[src/rtl/cache_bus_pkg.sv]
// rtl/cache_bus_pkg.sv - shared constants for the cache<->SDRAM request bus
// Holds the line geometry, byte-enable encodings and the responder state
// encoding. The cache side of the bus imports this package as well.
package cache_bus_pkg;

    localparam int BURST_LOG2  = 2;
    localparam int BURST_WORDS = 1 << BURST_LOG2;

    localparam logic [1:0] BE_WORD  = 2'b11;
    localparam logic [1:0] BE_UPPER = 2'b10;
    localparam logic [1:0] BE_LOWER = 2'b01;

    localparam logic [2:0] ST_IDLE     = 3'd0;
    localparam logic [2:0] ST_RD_ISSUE = 3'd1;
    localparam logic [2:0] ST_RD_WAIT  = 3'd2;
    localparam logic [2:0] ST_FILL     = 3'd3;
    localparam logic [2:0] ST_WR_ISSUE = 3'd4;
    localparam logic [2:0] ST_WR_DONE  = 3'd5;

endpackage

[src/rtl/cache_fill_responder_if.sv]
// rtl/cache_fill_responder_if.sv - cache request bus and word backend bus
// cache_sdram_if: cache (master) <-> responder (slave)
//   cache_addr/req/rw/wdata/be toward the responder,
//   cache_rdata/fill/wack back to the cache.
// mem_word_if: responder (master) <-> pipelined word backend (slave)
//   mem_req/we/addr/be/wdata toward the backend,
//   mem_ack/rvalid/rdata back to the responder.
interface cache_sdram_if #(parameter int ADDR_WIDTH = 32);
    logic [ADDR_WIDTH-1:0] cache_addr;
    logic                  cache_req;
    logic                  cache_rw;
    logic [15:0]           cache_wdata;
    logic [1:0]            cache_be;
    logic [15:0]           cache_rdata;
    logic                  cache_fill;
    logic                  cache_wack;

    modport master (
        output cache_addr, cache_req, cache_rw, cache_wdata, cache_be,
        input  cache_rdata, cache_fill, cache_wack
    );
    modport slave (
        input  cache_addr, cache_req, cache_rw, cache_wdata, cache_be,
        output cache_rdata, cache_fill, cache_wack
    );
endinterface

interface mem_word_if #(parameter int ADDR_WIDTH = 32);
    logic                  mem_req;
    logic                  mem_we;
    logic [ADDR_WIDTH-1:0] mem_addr;
    logic [1:0]            mem_be;
    logic [15:0]           mem_wdata;
    logic                  mem_ack;
    logic                  mem_rvalid;
    logic [15:0]           mem_rdata;

    modport master (
        output mem_req, mem_we, mem_addr, mem_be, mem_wdata,
        input  mem_ack, mem_rvalid, mem_rdata
    );
    modport slave (
        input  mem_req, mem_we, mem_addr, mem_be, mem_wdata,
        output mem_ack, mem_rvalid, mem_rdata
    );
endinterface

[src/rtl/cache_fill_responder_buf.sv]
// rtl/cache_fill_responder_buf.sv - line buffer holding one fill burst
// Ports: clk; wr_en_i/wr_idx_i/wr_data_i write one word per cycle;
// rd_idx_i selects the word presented combinationally on rd_data_o.
module fill_line_buffer #(
    parameter int WORDS_LOG2 = 2,
    parameter int DATA_WIDTH = 16
) (
    input  logic                  clk,
    input  logic                  wr_en_i,
    input  logic [WORDS_LOG2-1:0] wr_idx_i,
    input  logic [DATA_WIDTH-1:0] wr_data_i,
    input  logic [WORDS_LOG2-1:0] rd_idx_i,
    output logic [DATA_WIDTH-1:0] rd_data_o
);

    logic [DATA_WIDTH-1:0] words_q [0:(1 << WORDS_LOG2)-1];

    // Contents need no reset: a word is always written before it is read.
    always_ff @(posedge clk) begin
        if (wr_en_i) begin
            words_q[wr_idx_i] <= wr_data_i;
        end
    end

    assign rd_data_o = words_q[rd_idx_i];

endmodule

[src/rtl/cache_fill_responder.sv]
// rtl/cache_fill_responder.sv - serves cache line fills and word writes from a word backend
// Ports: clk, reset (async, active-high); cache (cache_sdram_if.slave);
// mem (mem_word_if.master); busy high whenever not idle.
// A read issues one backend read per word, gathers the in-order returns
// into the line buffer, then plays them out as a contiguous fill burst.
module cache_fill_responder #(
    parameter int ADDR_WIDTH = 32,
    parameter int BURST_LOG2 = 2
) (
    input  logic                 clk,
    input  logic                 reset,
    cache_sdram_if.slave         cache,
    mem_word_if.master           mem,
    output logic                 busy
);
    import cache_bus_pkg::*;

    localparam int LINE_WORDS = 1 << BURST_LOG2;
    localparam int CNT_W      = BURST_LOG2 + 1;
    localparam logic [CNT_W-1:0] CNT_FULL = CNT_W'(LINE_WORDS);
    localparam logic [CNT_W-1:0] CNT_LAST = CNT_W'(LINE_WORDS - 1);

    logic [2:0]            state_q, state_d;
    logic [CNT_W-1:0]      issue_cnt_q, issue_cnt_d;
    logic [CNT_W-1:0]      rcv_cnt_q, rcv_cnt_d;
    logic [CNT_W-1:0]      fill_cnt_q, fill_cnt_d;

    logic                  mem_req_q, mem_req_d;
    logic                  mem_we_q, mem_we_d;
    logic [ADDR_WIDTH-1:0] mem_addr_q, mem_addr_d;
    logic [1:0]            mem_be_q, mem_be_d;
    logic [15:0]           mem_wdata_q, mem_wdata_d;
    logic [15:0]           cache_rdata_q, cache_rdata_d;
    logic                  cache_fill_q, cache_fill_d;
    logic                  cache_wack_q, cache_wack_d;
    logic                  busy_q, busy_d;

    logic                  capture;
    logic [15:0]           buf_rdata;

    // Returns are only meaningful while a read is outstanding; anything
    // arriving elsewhere, or past the end of the line, is dropped.
    assign capture = ((state_q == ST_RD_ISSUE) || (state_q == ST_RD_WAIT)) &&
                     mem.mem_rvalid && (rcv_cnt_q < CNT_FULL);

    fill_line_buffer #(
        .WORDS_LOG2 (BURST_LOG2),
        .DATA_WIDTH (16)
    ) u_line_buf (
        .clk       (clk),
        .wr_en_i   (capture),
        .wr_idx_i  (rcv_cnt_q[BURST_LOG2-1:0]),
        .wr_data_i (mem.mem_rdata),
        .rd_idx_i  (fill_cnt_q[BURST_LOG2-1:0]),
        .rd_data_o (buf_rdata)
    );

    always_comb begin
        state_d       = state_q;
        issue_cnt_d   = issue_cnt_q;
        rcv_cnt_d     = capture ? rcv_cnt_q + 1'b1 : rcv_cnt_q;
        fill_cnt_d    = fill_cnt_q;
        mem_req_d     = mem_req_q;
        mem_we_d      = mem_we_q;
        mem_addr_d    = mem_addr_q;
        mem_be_d      = mem_be_q;
        mem_wdata_d   = mem_wdata_q;
        cache_rdata_d = '0;
        cache_fill_d  = 1'b0;
        cache_wack_d  = 1'b0;

        case (state_q)
            ST_IDLE: begin
                if (cache.cache_req) begin
                    mem_req_d = 1'b1;
                    if (cache.cache_rw) begin
                        mem_we_d    = 1'b0;
                        mem_addr_d  = cache.cache_addr & ~ADDR_WIDTH'(2 * LINE_WORDS - 1);
                        mem_be_d    = BE_WORD;
                        mem_wdata_d = '0;
                        state_d     = ST_RD_ISSUE;
                    end else begin
                        mem_we_d    = 1'b1;
                        mem_addr_d  = cache.cache_addr & ~ADDR_WIDTH'(1);
                        mem_be_d    = cache.cache_be;
                        mem_wdata_d = cache.cache_wdata;
                        state_d     = ST_WR_ISSUE;
                    end
                end
            end
            ST_RD_ISSUE: begin
                if (mem.mem_ack) begin
                    issue_cnt_d = issue_cnt_q + 1'b1;
                    if (issue_cnt_q == CNT_LAST) begin
                        mem_req_d = 1'b0;
                        state_d   = (rcv_cnt_d == CNT_FULL) ? ST_FILL : ST_RD_WAIT;
                    end else begin
                        mem_addr_d = mem_addr_q + ADDR_WIDTH'(2);
                    end
                end
            end
            ST_RD_WAIT: begin
                if (rcv_cnt_d == CNT_FULL) begin
                    state_d = ST_FILL;
                end
            end
            ST_FILL: begin
                // One extra cycle in FILL drives the bus back to zero after
                // the last word, so the burst itself is never split.
                if (fill_cnt_q == CNT_FULL) begin
                    issue_cnt_d = '0;
                    rcv_cnt_d   = '0;
                    fill_cnt_d  = '0;
                    state_d     = ST_IDLE;
                end else begin
                    cache_rdata_d = buf_rdata;
                    cache_fill_d  = (fill_cnt_q == '0);
                    fill_cnt_d    = fill_cnt_q + 1'b1;
                end
            end
            ST_WR_ISSUE: begin
                if (mem.mem_ack) begin
                    mem_req_d    = 1'b0;
                    mem_we_d     = 1'b0;
                    cache_wack_d = 1'b1;
                    state_d      = ST_WR_DONE;
                end
            end
            ST_WR_DONE: begin
                // A still-held request is the one just serviced.
                if (!cache.cache_req) begin
                    state_d = ST_IDLE;
                end
            end
            default: begin
                mem_req_d = 1'b0;
                state_d   = ST_IDLE;
            end
        endcase

        busy_d = (state_d != ST_IDLE);
    end

    always_ff @(posedge clk or posedge reset) begin
        if (reset) begin
            state_q       <= ST_IDLE;
            issue_cnt_q   <= '0;
            rcv_cnt_q     <= '0;
            fill_cnt_q    <= '0;
            mem_req_q     <= 1'b0;
            mem_we_q      <= 1'b0;
            mem_addr_q    <= '0;
            mem_be_q      <= '0;
            mem_wdata_q   <= '0;
            cache_rdata_q <= '0;
            cache_fill_q  <= 1'b0;
            cache_wack_q  <= 1'b0;
            busy_q        <= 1'b0;
        end else begin
            state_q       <= state_d;
            issue_cnt_q   <= issue_cnt_d;
            rcv_cnt_q     <= rcv_cnt_d;
            fill_cnt_q    <= fill_cnt_d;
            mem_req_q     <= mem_req_d;
            mem_we_q      <= mem_we_d;
            mem_addr_q    <= mem_addr_d;
            mem_be_q      <= mem_be_d;
            mem_wdata_q   <= mem_wdata_d;
            cache_rdata_q <= cache_rdata_d;
            cache_fill_q  <= cache_fill_d;
            cache_wack_q  <= cache_wack_d;
            busy_q        <= busy_d;
        end
    end

    assign cache.cache_rdata = cache_rdata_q;
    assign cache.cache_fill  = cache_fill_q;
    assign cache.cache_wack  = cache_wack_q;
    assign mem.mem_req       = mem_req_q;
    assign mem.mem_we        = mem_we_q;
    assign mem.mem_addr      = mem_addr_q;
    assign mem.mem_be        = mem_be_q;
    assign mem.mem_wdata     = mem_wdata_q;
    assign busy              = busy_q;

endmodule

[src/flat_wrapper.sv]
// flat-port wrapper written by rule: the top's interface ports become plain ports
module cache_fill_responder_flat import cache_bus_pkg::*;
#(
    parameter int ADDR_WIDTH = 32,
    parameter int BURST_LOG2 = 2
)
  (clk, reset, busy, cache_cache_addr, cache_cache_req, cache_cache_rw, cache_cache_wdata, cache_cache_be, cache_cache_rdata, cache_cache_fill, cache_cache_wack, mem_mem_req, mem_mem_we, mem_mem_addr, mem_mem_be, mem_mem_wdata, mem_mem_ack, mem_mem_rvalid, mem_mem_rdata);
  cache_sdram_if #(.ADDR_WIDTH(ADDR_WIDTH)) cache_i ();
  mem_word_if #(.ADDR_WIDTH(ADDR_WIDTH)) mem_i ();
  input  logic clk;
  input  logic reset;
  output logic busy;
  input wire logic [$bits(cache_i.cache_addr)-1:0] cache_cache_addr;
  input wire logic [$bits(cache_i.cache_req)-1:0] cache_cache_req;
  input wire logic [$bits(cache_i.cache_rw)-1:0] cache_cache_rw;
  input wire logic [$bits(cache_i.cache_wdata)-1:0] cache_cache_wdata;
  input wire logic [$bits(cache_i.cache_be)-1:0] cache_cache_be;
  output wire logic [$bits(cache_i.cache_rdata)-1:0] cache_cache_rdata;
  output wire logic [$bits(cache_i.cache_fill)-1:0] cache_cache_fill;
  output wire logic [$bits(cache_i.cache_wack)-1:0] cache_cache_wack;
  output wire logic [$bits(mem_i.mem_req)-1:0] mem_mem_req;
  output wire logic [$bits(mem_i.mem_we)-1:0] mem_mem_we;
  output wire logic [$bits(mem_i.mem_addr)-1:0] mem_mem_addr;
  output wire logic [$bits(mem_i.mem_be)-1:0] mem_mem_be;
  output wire logic [$bits(mem_i.mem_wdata)-1:0] mem_mem_wdata;
  input wire logic [$bits(mem_i.mem_ack)-1:0] mem_mem_ack;
  input wire logic [$bits(mem_i.mem_rvalid)-1:0] mem_mem_rvalid;
  input wire logic [$bits(mem_i.mem_rdata)-1:0] mem_mem_rdata;
  assign cache_i.cache_addr = cache_cache_addr;
  assign cache_i.cache_req = cache_cache_req;
  assign cache_i.cache_rw = cache_cache_rw;
  assign cache_i.cache_wdata = cache_cache_wdata;
  assign cache_i.cache_be = cache_cache_be;
  assign cache_cache_rdata = cache_i.cache_rdata;
  assign cache_cache_fill = cache_i.cache_fill;
  assign cache_cache_wack = cache_i.cache_wack;
  assign mem_mem_req = mem_i.mem_req;
  assign mem_mem_we = mem_i.mem_we;
  assign mem_mem_addr = mem_i.mem_addr;
  assign mem_mem_be = mem_i.mem_be;
  assign mem_mem_wdata = mem_i.mem_wdata;
  assign mem_i.mem_ack = mem_mem_ack;
  assign mem_i.mem_rvalid = mem_mem_rvalid;
  assign mem_i.mem_rdata = mem_mem_rdata;
  cache_fill_responder #(.ADDR_WIDTH(ADDR_WIDTH), .BURST_LOG2(BURST_LOG2)) u_core (.clk(clk), .reset(reset), .cache(cache_i), .mem(mem_i), .busy(busy));
endmodule
[config.mk]
export PLATFORM = sky130hd
export DESIGN_NAME = cache_fill_responder_flat
export DESIGN_NICKNAME = d
export VERILOG_FILES = /design/src/rtl/cache_bus_pkg.sv /design/src/rtl/cache_fill_responder_if.sv /design/src/rtl/cache_fill_responder_buf.sv /design/src/rtl/cache_fill_responder.sv /design/src/flat_wrapper.sv
export SDC_FILE = /design/constraint.sdc
export NUM_CORES = 1
export LEC_CHECK = 0
export BUFFER_PORTS_ARGS = -buffer_cell sky130_fd_sc_hd__buf_4
export CAP_MARGIN = 20
export CORE_MARGIN = 2
export CORE_UTILIZATION = 35
export DETAILED_ROUTE_END_ITERATION = 6
export PLACE_DENSITY = 0.58
export SLEW_MARGIN = 20
export SYNTH_ARGS = -nofsm -noshare
export SYNTH_HDL_FRONTEND = slang
export SYNTH_SLANG_ARGS = --single-unit
[constraint.sdc]
create_clock -name clk -period 6.5 [get_ports clk]
set_input_delay 1.3 -clock clk [delete_from_list [all_inputs] [get_ports clk]]
set_output_delay 1.3 -clock clk [all_outputs]
set_load 0.02 [all_outputs]
==> summary.txt <==
Status
  • Status: complete, no violations

Power and ir drop
  • Cell Pwr Density: about 470 nW/um^2
  • Sw frac: 37.89%
  • Peak VDD IR: 242.2 uV
  • Static Leak: 3.414 nW
  • Clock power share: about a quarter
  • Combinational share of power: about two fifths
  • Sw power: 1.488 mW
  • Reg power frac: a little over a third
  • Cell Int Power: roughly 2.4 mW

Timing
  • Rel. slew slack: 34.49%
  • Final Slew Violations: 0
  • Setup_tns: 0 ps
  • Worst clock skew: 9.084 ps
  • Worst-Margin Slew: 982.7 ps
  • RSZ-0062 raised after global routing: no
  • Minimum clock period: 2776 ps
  • Final Setup Violations: 0
  • Final hold violations: 0
  • Tcrit/Tclk final: 42.70%
  • Max Freq: 0.3603 GHz

Worst setup path
  • Crit path largest cell delay: 680 ps
  • CP top delay family: compound AO/OA/AOI/OAI gates
  • Crit path cell chain: buf_4, and3b_1, o21ai_2, nor2_1, a211oi_1, a211oi_1
  • Critical Path RT: 6770 ps
  • Crit path DAT: 3050 ps
  • Slowest cell on crit path: o21ai_2
  • CP Class: input port to flip-flop
  • CP startpoint kind: input port
  • CP most frequent cell: a211oi_1
  • Nature of the critical path endpoint: flip-flop
  • CP Max Fanout: 19
  • CP bufs+invs: 1

Place
  • Hpwl dp: 10.11 mm
  • Placed cell areas: about 7700 sq um
  • Placed insts: 883
  • Placer congestion estimate: 0.8469
  • PortBufs: between 100 and 150

Die
  • I/O Pins: 143
  • Core Footprint: 18020 sq um
  • Die Y-Extent: 139.9 um
  • Initial Util: a little over a third
  • # rows: just under 50
  • DIE WIDTH: between 100 and 150 um
  • DIE AREA: between 15000 and 20000 sq um

Routing
  • DR vias: 4753
  • ANT nets after route: 0
  • 1st-pass router iterations: 5
  • Routed vias/inst: 5.195
  • Total Wirelength: between 15 and 20 mm
  • Starting DRT DRC Count: 321
  • Drt wl/cell: 16.77 um
  • DR DRC count: 0

Cells and area
  • Finished Cell Area: 8317 sq um
  • Area growth, synth to finish: 28.64%
  • Layout cell share with drive strength beyond 1: 30.47%
  • Final Non-Filler Cells: 915
  • Reg area: ~4000 sq um
  • Layout Nets: 754
  • Multi-input logic area: 2326 sq um
  • Layout fillers: 1715
  • Antenna Cells: 0

Global route
  • Initial antenna violation count: 0
  • Total GRT Usage: 15.87%
  • Vias in the first global route: 4655
  • Largest net degree at the start of global routing: 59
  • Grt total ovfl: 0
  • First-pass GRT wire length: 24.53 mm

Yosys
  • Fraction of registers with async set/reset: 56.16%
  • FF+latch count, synth: 146
  • Top-area cell type share of the netlist area: 31.74%
  • Dominant cell by count in the synthesized netlist: dfrtp_1
  • Top cell type by total area after synthesis: dfrtp_1
  • Post-synthesis sequential area ratio: 61.47%
  • Top post-synthesis cells by count: dfrtp_1, edfxtp_1, nand2_1, o21ai_0, a21oi_1
  • Synthesized instance count: 538
  • Synthesized area: roughly 6500 sq um
  • Mean Syn Cell Area: between 10 and 15 sq um
  • Synth area leaders: dfrtp_1, edfxtp_1, mux4_2, o21ai_0, nand2_1
  • Synthesis warning total: 0
  • Most used DFF post-synth: dfrtp_1
  • Synth cell types: 61
  • Post-Syn Nets: between 600 and 700
  • Number of flops mapped to enable cells by yosys: 64

Clock tree
  • # H-tree levels: 4
  • Num Clock Sinks: 146
  • CTS tree: done
  • CTS Buf Count: 17
  • CTS Buffer Depth: 2
  • Post-CTS setup buffer count: 0
  • Post-CTS Hold Buffers: 0
  • Resized Gates After CTS: 0
  • Clock Pin Slew Worst Setup and Hold Paths: 60 ps
  • Root buf cell: clkbuf_16
  • Clk Latency, worst-skew pair: approximately 420 ps

Job
  • Max cap viols: 0

Hold path
  • Worst min-delay path class: flip-flop to flip-flop
[layer usage]
| metal | vias up | track usage (%) | wire (um) |
|---|---|---|---|
| met5 | - | 0 | 0 |
| met4 | 0 | 5.947 | 183 |
| met3 | 15 | 4.342 | 1052 |
| met2 | 151 | 25.11 | 7293 |
| met1 | 2334 | 21.02 | 6816 |
| li1 | 2253 | - | - |
[worst register-to-register path: cells and delay by family (launching register included)]
| family | cells | cell delay [ps] |
|---|---|---|
| buf+inv | 1 | 180 |
| flops | 1 | 710 |
| fa+ha+maj | 1 | 250 |
| simple gates | 4 | 1360 |
[cells in the final DEF (no fill, tap or decap), types with 4 or more instances in the layout]
| cell | n |
|---|---|
| nor2b_1 | 20 |
| nor3_1 | 6 |
| nor3b_1 | 4 |
| a2bb2oi_1 | 7 |
| nor2_1 | 25 |
| clkinv_2 | 5 |
| a21oi_1 | 39 |
| and2_1 | 6 |
| a211oi_1 | 4 |
| o21ai_0 | 45 |
| nand3_1 | 28 |
| o22ai_1 | 11 |
| ha_1 | 9 |
| nand2_1 | 55 |
| nor4_1 | 4 |
| dfrtp_1 | 82 |
| and3_1 | 4 |
| nand4_1 | 5 |
| mux4_2 | 16 |
| nand2b_1 | 17 |
| buf_4 | 145 |
| edfxtp_1 | 64 |
| inv_1 | 9 |
| clkbuf_16 | 17 |
[layout make-up]
class,instances,area share (%)
flip-flops and latches,146,47.78
multi-input cells,353,27.97
repair buffers,145,13.09
clock buffers,19,5.326
well taps,229,3.445
clock inverters,13,1.926
inverters,10,0.4664
[kinds of logic after synthesis]
group | count (synthesis) | share of synthesized area (%)
AO/OA/AOI/OAI | 130 | 12.15
XOR/XNOR | 2 | 0.2710
adder cells (fa/ha/maj) | 9 | 1.742
buffers and inverters | 39 | 2.574
flip-flops | 146 | 61.47
multiplexers | 18 | 5.884
other | 1 | 0.05801
AND/OR/NAND/NOR | 193 | 15.85
[through the flow]
| stage | hold WS, ps | setup WS, ps | power, mW | util (%) |
|---|---|---|---|---|
| after floorplan | 449.7 | 3092 | 2.431 | - |
| after global placement | 464.3 | 3341 | 2.916 | 42.79 |
| after detailed placement | 480.0 | 3291 | 2.960 | 42.79 |
| after CTS | 493.8 | 3729 | 3.969 | 46.14 |
| after global routing | 513.1 | 3631 | 4.191 | 46.14 |
| final | 486.8 | 3724 | 3.928 | 46.14 |
[worst paths after layout]
| path | from | slack, ps | end | cells after the start |
|---|---|---|---|---|
| worst max-delay path | mem_mem_ack | 3720 | u_core.mem.mem_addr[20] | 6 |
| worst min-delay path | u_core.mem.mem_wdata[1] | 490 | u_core.mem.mem_wdata[1] | 2 |
| worst max register to register | u_core.fill_cnt_q[1] | 3870 | u_core.busy | 6 |
| worst min register to register | u_core.mem.mem_wdata[1] | 490 | u_core.mem.mem_wdata[1] | 2 |
| max in group asynchronous | reset | 4470 | u_core.mem.mem_addr[5] | 3 |
| min in group asynchronous | reset | 910 | u_core.mem.mem_wdata[12] | 2 |
[flip-flops by register name (all words and copies together), names as in the netlist]
| register | count |
|---|---|
| u_core.u_line_buf.words_q | 64 |
| u_core.mem.mem_addr | 31 |
| u_core.busy | 1 |
| u_core.cache.cache_fill | 1 |
| u_core.mem.mem_req | 1 |
| u_core.fill_cnt_q | 3 |
| u_core.cache.cache_rdata | 16 |
| u_core.cache.cache_wack | 1 |
| u_core.state_q | 3 |
| u_core.issue_cnt_q | 3 |
| u_core.mem.mem_wdata | 16 |
| u_core.rcv_cnt_q | 3 |
| u_core.mem.mem_be | 2 |
| u_core.mem.mem_we | 1 |
[power by group through the flow]
| stage | sequential [mW] | combinational [mW] | clock (mW) |
|---|---|---|---|
| after global routing | 1.47 | 1.66 | 1.06 |
| after detailed placement | 1.45 | 1.51 | 0 |
| final | 1.43 | 1.50 | 0.993 |
| after CTS | 1.43 | 1.52 | 1.02 |
| after global placement | 1.43 | 1.48 | 0 |
| after floorplan | 1.56 | 0.871 | 0 |
Power figures use the tool's default switching activity.
